<file path="config.mk">
export PLATFORM = sky130hd
export DESIGN_NAME = ps2_scan_capture
export DESIGN_NICKNAME = d
export VERILOG_FILES = /design/src/rtl/ps2_scan_capture.sv
export SDC_FILE = /design/constraint.sdc
export NUM_CORES = 1
export LEC_CHECK = 0
export ABC_AREA = 0
export BUFFER_PORTS_ARGS = -buffer_cell sky130_fd_sc_hd__buf_4
export CORE_ASPECT_RATIO = 0.6
export CORE_MARGIN = 8
export CORE_UTILIZATION = 57
export DETAILED_ROUTE_END_ITERATION = 8
export PLACE_DENSITY = 0.84
export SYNTH_ARGS = -nofsm -noshare
export SYNTH_HDL_FRONTEND = slang
export SYNTH_SLANG_ARGS = --single-unit
</file>
<file path="constraint.sdc">
create_clock -name clk -period 3.29 [get_ports clk]
set_clock_uncertainty 0.05 [all_clocks]
set_input_delay 0.658 -clock clk [delete_from_list [all_inputs] [get_ports clk]]
set_output_delay 0.658 -clock clk [all_outputs]
set_load 0.02 [all_outputs]
</file>
<file path="src/rtl/ps2_scan_capture.sv">
// PS/2 device-to-host receiver: conditions the raw clock/data lines, deserializes
// 11-bit frames, checks stop bit and odd parity, and keeps a 4-byte scan history.
module ps2_scan_capture #(
  parameter int FILTER_LEN     = 8,
  parameter int TIMEOUT_CYCLES = 200000
) (
  input  logic        clk,
  input  logic        reset,
  input  logic        ps2_clk,
  input  logic        ps2_data,
  output logic [31:0] data,
  output logic [7:0]  last_byte,
  output logic        byte_valid,
  output logic        parity_err,
  output logic        frame_err
);

  localparam int FW = $clog2(FILTER_LEN + 1);
  localparam int TW = $clog2(TIMEOUT_CYCLES + 1);

  localparam logic [1:0] S_IDLE = 2'd0;
  localparam logic [1:0] S_DATA = 2'd1;
  localparam logic [1:0] S_PAR  = 2'd2;
  localparam logic [1:0] S_STOP = 2'd3;

  logic          ck_s1, ck_s2, dt_s1, dt_s2;
  logic [FW-1:0] flt_cnt;
  logic          ck_flt, ck_flt_q;
  logic          fall;
  logic [1:0]    state;
  logic [7:0]    shreg;
  logic [2:0]    bcnt;
  logic          par;
  logic [TW-1:0] to_cnt;
  logic          tout;

  // Two-flop synchronizers; reset to the idle-high line level
  always_ff @(posedge clk or posedge reset) begin
    if (reset) begin
      ck_s1 <= 1'b1;
      ck_s2 <= 1'b1;
      dt_s1 <= 1'b1;
      dt_s2 <= 1'b1;
    end else begin
      ck_s1 <= ps2_clk;
      ck_s2 <= ck_s1;
      dt_s1 <= ps2_data;
      dt_s2 <= dt_s1;
    end
  end

  // Clock deglitch: flip only after FILTER_LEN consecutive differing samples
  always_ff @(posedge clk or posedge reset) begin
    if (reset) begin
      flt_cnt  <= '0;
      ck_flt   <= 1'b1;
      ck_flt_q <= 1'b1;
    end else begin
      ck_flt_q <= ck_flt;
      if (ck_s2 == ck_flt) begin
        flt_cnt <= '0;
      end else if (flt_cnt == FW'(FILTER_LEN - 1)) begin
        ck_flt  <= ck_s2;
        flt_cnt <= '0;
      end else begin
        flt_cnt <= flt_cnt + 1'b1;
      end
    end
  end

  assign fall = ck_flt_q & ~ck_flt;
  // Timeout wins over a coincident edge so an aborted frame never consumes it
  assign tout = (state != S_IDLE) && (to_cnt == TW'(TIMEOUT_CYCLES - 1));

  // Frame FSM, timeout watchdog, history register and one-cycle strobes
  always_ff @(posedge clk or posedge reset) begin
    if (reset) begin
      state      <= S_IDLE;
      shreg      <= '0;
      bcnt       <= '0;
      par        <= 1'b0;
      to_cnt     <= '0;
      data       <= '0;
      last_byte  <= '0;
      byte_valid <= 1'b0;
      parity_err <= 1'b0;
      frame_err  <= 1'b0;
    end else begin
      byte_valid <= 1'b0;
      parity_err <= 1'b0;
      frame_err  <= 1'b0;
      if (tout) begin
        state     <= S_IDLE;
        to_cnt    <= '0;
        frame_err <= 1'b1;
      end else if (fall) begin
        to_cnt <= '0;
        case (state)
          S_IDLE: begin
            if (!dt_s2) begin
              state <= S_DATA;
              bcnt  <= '0;
            end
          end
          S_DATA: begin
            shreg <= {dt_s2, shreg[7:1]};
            bcnt  <= bcnt + 1'b1;
            if (bcnt == 3'd7) state <= S_PAR;
          end
          S_PAR: begin
            par   <= dt_s2;
            state <= S_STOP;
          end
          default: begin
            state <= S_IDLE;
            if (!dt_s2) begin
              frame_err <= 1'b1;
            end else if (~^{shreg, par}) begin
              parity_err <= 1'b1;
            end else begin
              data       <= {data[23:0], shreg};
              last_byte  <= shreg;
              byte_valid <= 1'b1;
            end
          end
        endcase
      end else if (state != S_IDLE) begin
        to_cnt <= to_cnt + 1'b1;
      end
    end
  end

endmodule

</file>
* Word level (Yosys, flattened, before mapping) *
Cells that the tools add are included.

storage, ports and cells
  register bits = 85
  latch bits = 0
  bits in writable memories = 0
  bits in read-only memories = 0
  input port bits = 4
  word-level logic and storage cells = 75
  memories kept = 0

operators by class
  $add $sub $neg = 3
  multipliers = 0
  divide/modulo/power cells = 0
  magnitude comparators = 0
  equality and inequality tests = 9
  shift operators = 0
  mux-type cells = 26
  bitwise logic cells = 6
  reduce and logical (&&, ||, !) cells = 14

operators by type and width
  cell                   number
  $mux 18                3
  $add 18x1->18 const B  1
  $eq 18x18->1 const B   1
  $mux 1                 14
  $reduce_and 3->1       3
  $reduce_xnor 9->1      1
  $mux 2                 4
  $mux 4                 2
  $ne 3x3->1 const B     2
  $pmux 2 s3             1
  $pmux 3 s2             1
  $reduce_bool 2->1      3
  $not 1->1              5
  $reduce_and 5->1       1
  $add 4x1->4 const B    1
  $eq 4x3->1 const B     1
  $reduce_and 4->1       1
  $add 3x1->3 const B    1
  $eq 3x3->1 const B     1
  $mux 3                 1
  $reduce_bool 3->1      1
  $reduce_or 3->1        1
  $eq 2x1->1 const B     1
  $eq 2x2->1 const B     1
  other kinds (6)        6

* Depth between registers and ports, before layout *
  word-level depth = 6
  gate-level depth with buffers = 10
  mapped depth without buffers = 7

* Worst setup path after synthesis *
Ideal clock, no wire load.

  path kind = reg2reg
  start = register state[0]
  end = register shreg[0]
  setup time = 0.125 ns
  arrival = 2.058 ns
  data required time = 3.115 ns
  slack = 1.058 ns
  stages on the path, launching flop included = 8
  clock period less this slack = 2.232 ns
  path through = dfrtp_1 -> inv_1 -> ha_1 -> and4b_1 -> clkbuf_2 -> nand2_1 -> o31ai_2 -> mux2_2

between the ends
  word-level cells in the longest chain between the ends = 4

RTL lines
  element                                line  RTL
  from (decl)                            30    logic [1:0] state;
  from (signal assigned)                 78    state <= S_IDLE;
  from (signal assigned)                 93    state <= S_IDLE;
  from (signal assigned)                 101   state <= S_DATA;
  $reduce_bool 2->1                      73    assign tout = (state != S_IDLE) && (to_cnt == TW'(TIMEOUT_CYCLES - 1));
  $logic_and 1x1->1                      73
  $not 1->1 (no source line)             n/a
  $reduce_and 3->1 (no source line) (*)  n/a
  to (signal assigned)                   106   shreg <= {dt_s2, shreg[7:1]};
  to (decl)                              31    logic [7:0] shreg;

Every way passes the cells marked *; elsewhere a longest branch is shown, timed or not.
A chain may end at the register's enable or synchronous reset.

* Final worst setup path *
  start = register shreg[6]
  end = register data[17]

between the ends
  word-level cells in the longest chain between the ends = 3

RTL lines
  element                            line  RTL
  $reduce_xnor 9->1                  118   end else if (~^{shreg, par}) begin
  $not 1->1 (no source line)         n/a
  $reduce_and 5->1 (no source line)  n/a
  to (signal assigned)               121   data <= {data[23:0], shreg};
  to (decl)                          11    output logic [31:0] data,

No other way between the ends.

==> impl_metrics.ini <==
[die]
dieWidth_um = 117
dieArea_sq_mm = 0.00892
core_sq_mm = 0.00600
rows = 22
initial_utilization_pct = 57.8
ios = 47
die_h_um = 76.4

[synthesis]
syn-num-nets = 290
ys_ff_latch = 77
synth_ff_type = dfrtp_1
yosys.area.top_type = dfrtp_1
async_flop_share_pct = 100
synthCells = 278
ys.warnings.count = 0
synth_top_area_share_pct = 51.2
synth_area_sq_mm = 0.00347
synthDistinctLibCells = 42
synth.top_cells.by_area = dfrtp_1, mux2_2, dfstp_2
syn_avg_cell_area_sq_um = 12.5
synth_edf_count = 0
synth.yosys.seq_area_share_pct = 55.8

[timing]
period_minus_slack_ns = 2.76
final_hold_viol_count = 0
tns_ns = 0
slew_headroom_pct = 37.8
final-max-slew-violation-count = 0
fmax_ghz = 0.362
finalCritPeriodShare_pct = 83.9
rsz0062_at_grt = no
setup_viol = 0
worst-slew-pin-transition_ns = 0.932

[critical_path]
path_buf_inv = 1
cp-start-kind = flip-flop
slowest_stage = nor3_4
endpoint_kind = flip-flop
crit_type = reg -> reg
cp_max_fo = 17
arrival_ns = 2.94
critPathTopFamily = XOR/XNOR gates
crit_required_ns = 3.47
max_stage_delay_ns = 0.58
worstSetupStartpoint = shreg[6]$_DFFE_PP0P_
worstPathCellList = xnor2_1, xnor2_2, xnor3_1, nor3_4, buf_4, mux2_2
rr_startpoint = shreg[6]$_DFFE_PP0P_

[final_layout]
stdcell_count = 413
nNetsFinal = 336
area_delta_synth_final_pct = 16.4
final_area_sq_mm = 0.00404
diodes = 0
drive_gt1_share_pct = 35.9

[grt]
grt_use_total_pct = 15.4
antenna_found_initial = 0
grt_max_degree = 78
grt_pass1_vias = 2145
gr-total-overflow = 0
grt_pass1_wl_um = 10700

[power]
power_uw = 2280
peakVddDrop_mv = 0.232
p_leak_uw = 0.00200
powerDensity_mw_per_mm2 = 566

[placement]
post-dp-hpwl_um = 4540
gp_congestion = 0.838
io_buffers = 46
dpl-instance-area_sq_mm = 0.00384
dp.cells = 397

[drt]
wl_per_cell_um = 15.5
num_vias = 2150
final_antenna_net_count = 0
drt_iter0_drc = 124
wirelength_um = 6400
viasPerCell = 5.21
first_pass_iters = 4
drc_errors = 0

[clock_tree]
cts_setup_buffers = 0
cts_sinks = 77
hold_buffers = 0
path_clk_slew_ns = 0.07
clk_path_buf_depth = 2
clk_latency_ns = 0.34
h-tree-depth = 3
cts_tree = done
cts_buffers = 9
cts-root-buf = clkbuf_8
cts-resized-gates = 0

[job]
maxCapViolCount = 0

[worst_hold_path]
hold_start = dt_s1$_DFF_PP1_
worstHoldPathType = reg -> reg

[status]
status = complete, no violations
[metal layers]
layer	GRT usage, %	wire length, um	vias up
met1	21.8	3220	1060
met3	5.93	356	8
met5	0	0	-
met4	4.57	71	0
li1	-	-	1041
met2	21.1	2750	41
[synthesized netlist by cell type (all sizes together) (6+ instances only)]
library cell	instances
nand3	9
nor2	26
dfstp	6
nand2	15
inv	6
ha	8
xnor2	15
mux2	41
nand4	6
xor2	10
dfrtp	71
buf	13
nor2b	6
[logic make-up after synthesis]
group / after synthesis / share of synthesized area, %
simple gates: 82 / 12.3
flops: 77 / 55.8
mux: 43 / 13.9
xor+xnor: 26 / 7.18
buf+inv: 23 / 4.11
compound gates: 19 / 3.79
fa+ha+maj: 8 / 2.89
[worst paths after layout]
| check | end | slack (ns) | cells after the start |
|---|---|---|---|
| max | data[17]$_DFFE_PP0P_ | 0.53 | 6 |
| min | dt_s2$_DFF_PP1_ | 0.31 | 0 |
| max reg2reg | data[17]$_DFFE_PP0P_ | 0.53 | 6 |
| min reg2reg | dt_s2$_DFF_PP1_ | 0.31 | 0 |
| max in group asynchronous | to_cnt[9]$_DFFE_PP0P_ | 2.03 | 3 |
| min in group asynchronous | frame_err$_DFF_PP0_ | 0.56 | 3 |
[where the power goes]
| part | internal, uW | switching [uW] | total [uW] |
|---|---|---|---|
| Combinational | 215 | 258 | 473 |
| Clock | 369 | 324 | 693 |
| Sequential | 1040 | 80.5 | 1120 |
[stage by stage]
step / worst slack (ns) / util (%) / hold WS, ns
2_1_floorplan: 0.625 / - / 0.295
3_3_place_gp: 0.580 / 64.0 / 0.298
3_5_place_dp: 0.523 / 64.0 / 0.297
4_1_cts: 0.514 / 67.2 / 0.308
5_1_grt: 0.356 / 67.2 / 0.311
6_report: 0.530 / 67.2 / 0.307
[worst register-to-register path, stage by stage (launching register included)]
cell and delay, ns:
dfrtp_1 0.41, xnor2_1 0.29, xnor2_2 0.18, xnor3_1 0.39, nor3_4 0.58, buf_4 0.36, mux2_2 0.37
[layout make-up]
| class | instances | area [sq um] |
|---|---|---|
| Clock buffer | 12 | 145 |
| Tap cell | 84 | 105 |
| Inverter | 6 | 22.5 |
| Multi-Input combinational cell | 178 | 1390 |
| Sequential cell | 77 | 1930 |
| Timing Repair Buffer | 52 | 390 |
| Fill cell | 473 | 1970 |
| Clock inverter | 4 | 47.5 |
[state kept, by name, summed over array words and instances, names as in the netlist, 2 cells and up]
register and count:
state 2, flt_cnt 4, to_cnt 18, data 32
shreg 8, bcnt 3
[cell usage in the layout (no fill, tap or decap), types with 8 or more instances in the layout]
cell and count:
buf_4 52, clkbuf_8 10, dfrtp_1 71, ha_1 8
mux2_2 41, nand2_1 15, nand3_1 9, nor2_1 26
xnor2_1 14, xor2_1 10
Note: power is estimated with default switching activity, not from simulation.
